**src/rtl/cdb_arbiter_pkg.sv**
```systemverilog
// Shared RV32I core types: functional-unit inventory and the common data bus entry.
package rv32i_types;

  localparam int NUM_ALU    = 2;
  localparam int NUM_MUL    = 1;
  localparam int NUM_LSU    = 1;
  localparam int TOTAL_FU   = NUM_ALU + NUM_MUL + NUM_LSU;
  localparam int FU_ID_W    = (TOTAL_FU > 1) ? $clog2(TOTAL_FU) : 1;
  localparam int XLEN       = 32;
  localparam int REG_ADDR_W = 5;
  localparam int ORDER_W    = 64;

  typedef logic [FU_ID_W-1:0] fu_id_t;

  typedef struct packed {
    logic [REG_ADDR_W-1:0] rd;
    logic [XLEN-1:0]       data;
    fu_id_t                fu_id;
    logic [ORDER_W-1:0]    order;
  } cdb_entry_t;

endpackage

```
**src/rtl/cdb_arbiter_rr_arbiter.sv**
```systemverilog
// Combinational round-robin arbiter: the first requester at or after ptr (wrapping) wins.
module rr_arbiter #(
  parameter int WIDTH = 4,
  parameter int PTR_W = (WIDTH > 1) ? $clog2(WIDTH) : 1
) (
  input  logic [WIDTH-1:0] req,
  input  logic [PTR_W-1:0] ptr,
  output logic [WIDTH-1:0] gnt
);

  int   idx;
  logic found;

  always_comb begin
    gnt   = '0;
    found = 1'b0;
    idx   = 0;
    for (int off = 0; off < WIDTH; off++) begin
      // Rotate the search origin to ptr, folding indices past the top back to 0.
      idx = int'(ptr) + off;
      if (idx >= WIDTH) begin
        idx = idx - WIDTH;
      end
      if (!found && req[idx]) begin
        gnt[idx] = 1'b1;
        found    = 1'b1;
      end
    end
  end

endmodule

```
**src/rtl/cdb_arbiter.sv**
```systemverilog
// Common data bus arbiter: picks one completed FU result per cycle and broadcasts it a cycle later.
module cdb_arbiter
  import rv32i_types::*;
#(
  parameter int NUM_FU = TOTAL_FU
) (
  input  logic                          clk,
  input  logic                          rst,
  input  logic                          flush,
  input  logic [NUM_FU-1:0]             req_valid,
  input  logic [NUM_FU-1:0][4:0]        req_rd,
  input  logic [NUM_FU-1:0][31:0]       req_data,
  input  logic [NUM_FU-1:0][63:0]       req_order,
  output logic [NUM_FU-1:0]             grant,
  output logic                          cdb_valid,
  output cdb_entry_t                    cdb_data,
  output logic                          rf_we,
  output logic [4:0]                    rf_rd,
  output logic [31:0]                   rf_wdata
);

  localparam int PTR_W = (NUM_FU > 1) ? $clog2(NUM_FU) : 1;

  logic [PTR_W-1:0]  ptr_reg;
  logic [PTR_W-1:0]  ptr_next;
  logic [NUM_FU-1:0] req_masked;
  logic [NUM_FU-1:0] gnt;
  logic [PTR_W-1:0]  win_idx;
  logic              any_gnt;
  cdb_entry_t        cand [NUM_FU];
  cdb_entry_t        win_entry;
  cdb_entry_t        cdb_data_reg;
  logic              cdb_valid_reg;

  // A flushed or reset cycle simply presents no requests, so the pointer cannot move.
  assign req_masked = (rst || flush) ? '0 : req_valid;

  rr_arbiter #(
    .WIDTH (NUM_FU),
    .PTR_W (PTR_W)
  ) u_rr_arbiter (
    .req (req_masked),
    .ptr (ptr_reg),
    .gnt (gnt)
  );

  generate
    for (genvar gi = 0; gi < NUM_FU; gi++) begin : g_cand
      assign cand[gi] = '{rd:    req_rd[gi],
                          data:  req_data[gi],
                          fu_id: fu_id_t'(gi),
                          order: req_order[gi]};
    end
  endgenerate

  // gnt is one-hot, so an OR of the gated candidates is a mux without a priority chain.
  always_comb begin
    win_entry = '0;
    win_idx   = '0;
    for (int i = 0; i < NUM_FU; i++) begin
      if (gnt[i]) begin
        win_entry = win_entry | cand[i];
        win_idx   = win_idx | PTR_W'(i);
      end
    end
  end

  assign any_gnt = |gnt;

  always_comb begin
    ptr_next = ptr_reg;
    if (any_gnt) begin
      ptr_next = (win_idx == PTR_W'(NUM_FU - 1)) ? '0 : win_idx + PTR_W'(1);
    end
  end

  always_ff @(posedge clk) begin
    if (rst) begin
      ptr_reg       <= '0;
      cdb_valid_reg <= 1'b0;
      cdb_data_reg  <= '0;
    end else begin
      ptr_reg       <= ptr_next;
      cdb_valid_reg <= any_gnt;
      if (any_gnt) begin
        cdb_data_reg <= win_entry;
      end
    end
  end

  assign grant     = gnt;
  assign cdb_valid = cdb_valid_reg;
  assign cdb_data  = cdb_data_reg;
  // An entry still registered when reset arrives must not reach the register file.
  assign rf_we     = cdb_valid_reg && (cdb_data_reg.rd != 5'd0) && !rst;
  assign rf_rd     = cdb_data_reg.rd;
  assign rf_wdata  = cdb_data_reg.data;

endmodule

```
**config.mk**
```make
export PLATFORM = sky130hd
export DESIGN_NAME = cdb_arbiter
export DESIGN_NICKNAME = d
export VERILOG_FILES = /design/src/rtl/cdb_arbiter_pkg.sv /design/src/rtl/cdb_arbiter_rr_arbiter.sv /design/src/rtl/cdb_arbiter.sv
export SDC_FILE = /design/constraint.sdc
export NUM_CORES = 1
export LEC_CHECK = 0
export ABC_AREA = 1
export BUFFER_PORTS_ARGS = -buffer_cell sky130_fd_sc_hd__buf_2
export CORE_AREA = 4 4 214 216
export CTS_BUF_LIST = sky130_fd_sc_hd__clkbuf_4 sky130_fd_sc_hd__clkbuf_8
export DETAILED_ROUTE_END_ITERATION = 16
export DIE_AREA = 0 0 218 220
export RECOVER_POWER = 25
export SLEW_MARGIN = 20
export SYNTH_ARGS = -nofsm -noshare
export SYNTH_HDL_FRONTEND = slang
export SYNTH_SLANG_ARGS = --single-unit
export TNS_END_PERCENT = 30
```
**constraint.sdc**
```tcl
create_clock -name clk -period 5.56 [get_ports clk]
set_input_delay 1.112 -clock clk [delete_from_list [all_inputs] [get_ports clk]]
set_output_delay 1.112 -clock clk [all_outputs]
set_load 0.005 [all_outputs]
```
==> flow_summary.json, run 1 <==
{
  "outcome": "completed",
  "grt_use_total": 0.1286,
  "multi_input_area_mm2": 0.004159,
  "ys_ff_latch": 106,
  "critPathMaxFanout": 50,
  "pwr_density_cell_mw_per_mm2": 465.2,
  "layout.nets": 2103,
  "die_h_um": 220,
  "numPortBuffers": 556,
  "endpoint_kind": "output pin",
  "min-delay-path-class": "reg -> reg",
  "core_mm2": 0.04393,
  "grt_pass1_wl_um": 47470,
  "fill_cells": 5195,
  "grt_pass1_vias": 8175,
  "rsz0062_at_grt": "false",
  "syn_inst": 1221,
  "drive_above_1_share": 0.3179,
  "post-dp-hpwl_um": 26190,
  "r2r_setup_slack_ns": 2.13,
  "crit_path_cell_trace": "buf_4 > nor2_4 > nand3_1 > nand2_1 > nand2_1 > nand2_1 > nor2_2 > nand3_1 > nand3_4 > buf_2",
  "seq_area_frac_synth": 0.3020,
  "die_x_um": 218,
  "grt-ovfl-total": 0,
  "vias": 9140,
  "first_pass_iters": 4,
  "finalCriticalPeriod_ns": 4.142,
  "setup_viol": 0,
  "die_area_mm2": 0.04796,
  "cpMostUsedCell": "nand2_1",
  "cts_buffers": 9,
  "skew_ns": 0.01737,
  "cts_hold_buf": 0,
  "cp_slowest_cell": "nand3_4",
  "maxSlewHeadroom": 0.5148,
  "grt_max_degree": 106,
  "rows": 77,
  "antenna_found_initial": 2,
  "postLayoutCellArea_mm2": 0.01009,
  "start_util": 0.1599,
  "routed_wl_um": 33930,
  "cts_tree": "yes",
  "synth_warnings": 0,
  "cp_data_required_time_ns": 4.45,
  "largest_reg_flops": 66,
  "peakVddDrop_uv": 287.9,
  "max_stage_delay_ns": 0.52,
  "finalMaxSlewViolations": 0,
  "synth_nets": 1639,
  "synth_area_per_cell_um2": 5.755,
  "placed_area_mm2": 0.009967,
  "reg2reg_from": "ptr_reg[0]",
  "io_pins": 557,
  "cap_violations": 0,
  "cts.sinks": 106,
  "cts_setup_buffers": 0,
  "path_delay_family": "simple AND/OR/NAND/NOR gates",
  "cts_buffer_depth": 2,
  "critPathLaunchType": "input pin",
  "min_to": "cdb_data[64]",
  "cts_max_level": 3,
  "ctsResizeCount": 0,
  "p_leak_nw": 5.502,
  "cts.clk_slew.worst_paths_ns": 0.11,
  "ant_nets": 0,
  "min_from": "cdb_data[64]",
  "cp.arrival_ns": 3.03,
  "synth_area_mm2": 0.007027,
  "path_buf_inv": 2,
  "hold_depth": 2,
  "timing.rr.end": "cdb_data[22]",
  "gp_congestion": 0.9017,
  "routed_via_density": 4.005,
  "fin_tns_setup_ns": 0,
  "rr_worst_depth": 12,
  "cts_root_buf": "clkbuf_8",
  "worstSkewPairLatency_ns": 0.41,
  "ys_types": 19,
  "hold_viol_final": 0,
  "drc": 0,
  "fin_crit_sh": 0.7450,
  "tightest_slew_ns": 0.7279,
  "drt_iter0_markers": 438,
  "fmax_mhz": 241.4,
  "worstSetupPathType": "in -> out",
  "area_delta_synth_final_pct": 43.55,
  "wire_per_inst_um": 14.87,
  "seqCellArea_mm2": 0.002122
}
## cell usage in the layout (no fill, tap or decap), types with 2 or more instances in the layout
master | synthesis | layout
nand3_1 | 128 | 128
nor2_1 | 103 | 103
buf_4 | 45 | 11
inv_1 | 12 | 12
a21oi_1 | 104 | 104
clkbuf_8 | 0 | 9
dfxtp_1 | 106 | 106
buf_12 | 0 | 2
nor2_4 | 4 | 4
clkbuf_1 | 15 | 55
buf_2 | 44 | 499
ha_1 | 7 | 7
clkinv_2 | 0 | 2
nand2_1 | 633 | 633
nand3_4 | 0 | 4
## cell families (layout without fill, tap and decap cells)
family / after synthesis / count (layout) / share of synthesized area
flip-flops: 106 / 106 / 0.3020
adder cells (fa/ha/maj): 7 / 7 / 0.01246
other: 0 / 1 / 0
AO/OA/AOI/OAI: 105 / 105 / 0.07514
buffers and inverters: 127 / 595 / 0.1104
AND/OR/NAND/NOR: 876 / 876 / 0.5000
## layout make-up
cell class                 instances  area share
clock buffer                      10     0.01302
inverter                          12    0.004465
sequential                       106      0.2104
multi-input combinational        988      0.4123
clock inverter                     5    0.005582
timing repair buffer             568      0.2806
antenna                            1   0.0002481
tap                              592     0.07343
## cell usage after synthesis
| cell type | n | area share |
|---|---|---|
| dfxtp_1 | 106 | 0.30 |
| nor3_1 | 1 | 0.00071 |
| buf_2 | 44 | 0.031 |
| a211oi_1 | 1 | 0.0011 |
| nand2_1 | 633 | 0.34 |
| nor2_4 | 4 | 0.0064 |
| nand3_1 | 128 | 0.091 |
| buf_4 | 45 | 0.048 |
| nand3_2 | 4 | 0.0057 |
| nor2_2 | 1 | 0.00089 |
| buf_1 | 1 | 0.00053 |
| a21oi_1 | 104 | 0.074 |
| ha_1 | 7 | 0.012 |
| nand3b_1 | 1 | 0.0011 |
| nor2_1 | 103 | 0.055 |
| clkbuf_1 | 15 | 0.0080 |
| inv_1 | 12 | 0.0064 |
| nand2_2 | 1 | 0.00089 |
| buf_6 | 10 | 0.016 |
## stage by stage
| step | std cells | util | power [mW] | worst slack, ns | hold WS, ns |
|---|---|---|---|---|---|
| final | 2282 | 0.2296 | 4.692 | 1.418 | 0.4712 |
| after detailed placement | 2266 | 0.2269 | 4.282 | 1.388 | 0.4542 |
| after global routing | 2282 | 0.2296 | 5.173 | 1.190 | 0.5062 |
| after global placement | 2266 | 0.2269 | 4.281 | 1.408 | 0.4496 |
| after floorplan | 1221 | - | 3.276 | 2.190 | 0.4554 |
| after CTS | 2281 | 0.2311 | 4.821 | 1.386 | 0.4715 |
## worst max-delay path by stage
stage | cells after the start | endpoint | start
after floorplan | 11 | grant[2] | rst
after global placement | 10 | grant[0] | rst
after detailed placement | 10 | grant[0] | rst
after CTS | 10 | grant[0] | rst
after global routing | 9 | grant[0] | ptr_reg[0]
final | 10 | grant[0] | rst
## routing by layer
| layer | vias to the layer above | GRT usage | share of wire |
|---|---|---|---|
| li1 | 4728 | - | - |
| met2 | 393 | 0.2233 | 0.49 |
| met5 | - | 0 | 0.00021 |
| met4 | 2 | 0.03139 | 0.015 |
| met3 | 29 | 0.03213 | 0.077 |
| met1 | 3988 | 0.1599 | 0.41 |
## worst min-delay path, cell delays in order (launching register included)
cell and delay (ns):
dfxtp_1 0.33, nand2_1 0.06, a21oi_1 0.05
## where the power goes
group          total, mW  switching (mW)  leakage, nW  internal [mW]
sequential          1.27           0.213        0.873           1.06
combinational       2.92            1.93         4.53          0.993
clock              0.503           0.292       0.0955          0.211
total               4.69            2.43         5.50           2.26
(Power assumes the default switching activity.)
==> run 2: changes to the inputs <==
--- a/config.mk
+++ b/config.mk
@@ -7,10 +7,10 @@
 export LEC_CHECK = 0
 export ABC_AREA = 1
 export BUFFER_PORTS_ARGS = -buffer_cell sky130_fd_sc_hd__buf_2
-export CORE_AREA = 4 4 214 216
+export CORE_AREA = 4 4 216 218
 export CTS_BUF_LIST = sky130_fd_sc_hd__clkbuf_4 sky130_fd_sc_hd__clkbuf_8
 export DETAILED_ROUTE_END_ITERATION = 16
-export DIE_AREA = 0 0 218 220
+export DIE_AREA = 0 0 220 222
 export RECOVER_POWER = 25
 export SLEW_MARGIN = 20
 export SYNTH_ARGS = -nofsm -noshare
==> constraint.sdc (replaced) <==
create_clock -name clk -period 4.1 [get_ports clk]
set_input_delay 0.82 -clock clk [delete_from_list [all_inputs] [get_ports clk]]
set_output_delay 0.82 -clock clk [all_outputs]
set_load 0.005 [all_outputs]
==> run 2 against run 1 <==
Count of clock-buffer cells in the layout grew 1. Final cell count grew 0.53%. Sequential share of layout area shrank 0.21 points. Total power grew 37%. Clock power grew 48%. Highest routed layer is now met4. Die area grew 1.8%. Register-to-register slack lost 1.1 ns. First-iteration DRC count is the same. Clock skew shrank 0.0095 ns. Largest cell class unchanged. Combinational power grew 36%. Critical endpoint is now grant[3]. Core utilization shrank 0.27 points.
==> flow_summary.json, run 2 (synthesis results as in run 1) <==
{
  "outcome": "completed",
  "clkPwrFrac": 0.115,
  "grt_use_total": 0.1286,
  "grt_max_degree": 107,
  "final_cell_mix": "633 x nand2_1, 507 x buf_2, 128 x nand3_1, 106 x dfxtp_1, 104 x a21oi_1",
  "cts_tree": "yes",
  "fin_hold_ws_ns": 0.4748,
  "cts_buffers": 9,
  "place_inst": 2276,
  "cts_setup_buffers": 0,
  "drive_above_1_share": 0.3239,
  "first_pass_iters": 5,
  "seqPwrFrac": 0.266,
  "drc": 0,
  "cp_data_required_time_ns": 3.28,
  "fill_cells": 5221,
  "finalCriticalPeriod_ns": 3.532,
  "total_power_mw": 6.439,
  "pwr_density_cell_mw_per_mm2": 632.0,
  "grt-ovfl-total": 0,
  "cap_violations": 0,
  "largest_reg_flops": 66,
  "fin_tns_setup_ns": 0,
  "start_util": 0.1565,
  "cts_root_buf": "clkbuf_8",
  "wire_per_inst_um": 14.71,
  "cts_hold_buf": 0,
  "die_area_mm2": 0.04884,
  "cts_buffer_depth": 2,
  "p_leak_nw": 5.571,
  "min-delay-path-class": "reg -> reg",
  "numPortBuffers": 556,
  "cts.sinks": 106,
  "worstSetupPathType": "reg -> out",
  "routed_wl_um": 33730,
  "finalMaxSlewViolations": 0,
  "die_x_um": 220,
  "fmax_mhz": 283.1,
  "cts.clk_slew.worst_paths_ns": 0.11,
  "peakVddDrop_uv": 556.4,
  "layout.nets": 2105,
  "hold_viol_final": 0,
  "rows": 78,
  "endpoint_kind": "output pin",
  "post-dp-hpwl_um": 25820,
  "gp_congestion": 0.8808,
  "maxSlewHeadroom": 0.4874,
  "power.switching_mw": 3.281,
  "swShare": 0.5095,
  "io_pins": 557,
  "grt_pass1_wl_um": 48360,
  "ant_nets": 0,
  "core_mm2": 0.04489,
  "routed_via_density": 4.047,
  "comb_power_share": 0.618,
  "worstSkewPairLatency_ns": 0.44,
  "final_cell_count_no_fill": 2294,
  "fin_util": 0.2269,
  "critPathMaxFanout": 26,
  "antenna_found_initial": 2,
  "fin_crit_sh": 0.8615,
  "area_delta_synth_final_pct": 44.98,
  "grt_pass1_vias": 8369,
  "ctsResizeCount": 0,
  "rsz0062_at_grt": "false",
  "skew_ns": 0.007911,
  "final_common_cell": "nand2_1",
  "setup_viol": 0,
  "internal_power_mw": 3.158,
  "drt_iter0_markers": 438,
  "vias": 9283,
  "cp.arrival_ns": 2.71,
  "critPathLaunchType": "flip-flop",
  "tightest_slew_ns": 0.7689,
  "die_h_um": 222,
  "cts_max_level": 3
}
run 2: area by class of cell:
type	count	area (um2)	area share
diodes	2	5.005	0.0004913
clock buffers	11	151.4	0.01486
clock inverters	5	61.31	0.006018
inverters	12	45.04	0.004422
multi-input cells	988	4159	0.4083
flip-flops and latches	106	2122	0.2083
well taps	600	750.7	0.07369
repair buffers	570	2893	0.2840
run 2: path summary, 6_finish.rpt:
check            endpoint  slack [ns]    startpoint  cells after the start
min          cdb_data[64]        0.47  cdb_data[64]                      2
max              grant[3]        0.57    ptr_reg[0]                      9
max reg2reg      rf_rd[3]        0.99    ptr_reg[0]                     12
min reg2reg  cdb_data[64]        0.47  cdb_data[64]                      2
run 2: per-stage QoR:
step	worst slack, ns	area, um2
final	0.5679	10190
after global placement	0.8165	10030
after global routing	0.2764	10190
after floorplan	1.314	7027
after CTS	0.4622	10240
after detailed placement	0.8134	10030
run 2: critical path, stage by stage (launching register included):
cell and delay [ns]:
dfxtp_1 0.50, inv_1 0.22, ha_1 0.38, inv_1 0.06, nand2_1 0.06, nand2_1 0.14
nor2_4 0.20, nand3_1 0.14, nand3_4 0.37, buf_2 0.21
run 2: power groups by stage:
stage	Sequential (mW)	Clock, mW	Combinational [mW]
final	1.71	0.743	3.98
after global routing	1.76	0.841	4.49
after CTS	1.71	0.808	4.12
after detailed placement	1.73	0	4.11
after global placement	1.74	0	4.10
after floorplan	1.71	0	2.74
run 2: metal layers:
layer / up-vias / wire [um] / track usage
met5: - / 0 / 0
met4: 0 / 586 / 0.03626
met3: 28 / 2632 / 0.03111
met2: 401 / 16480 / 0.2250
met1: 4118 / 14030 / 0.1561
li1: 4736 / - / -
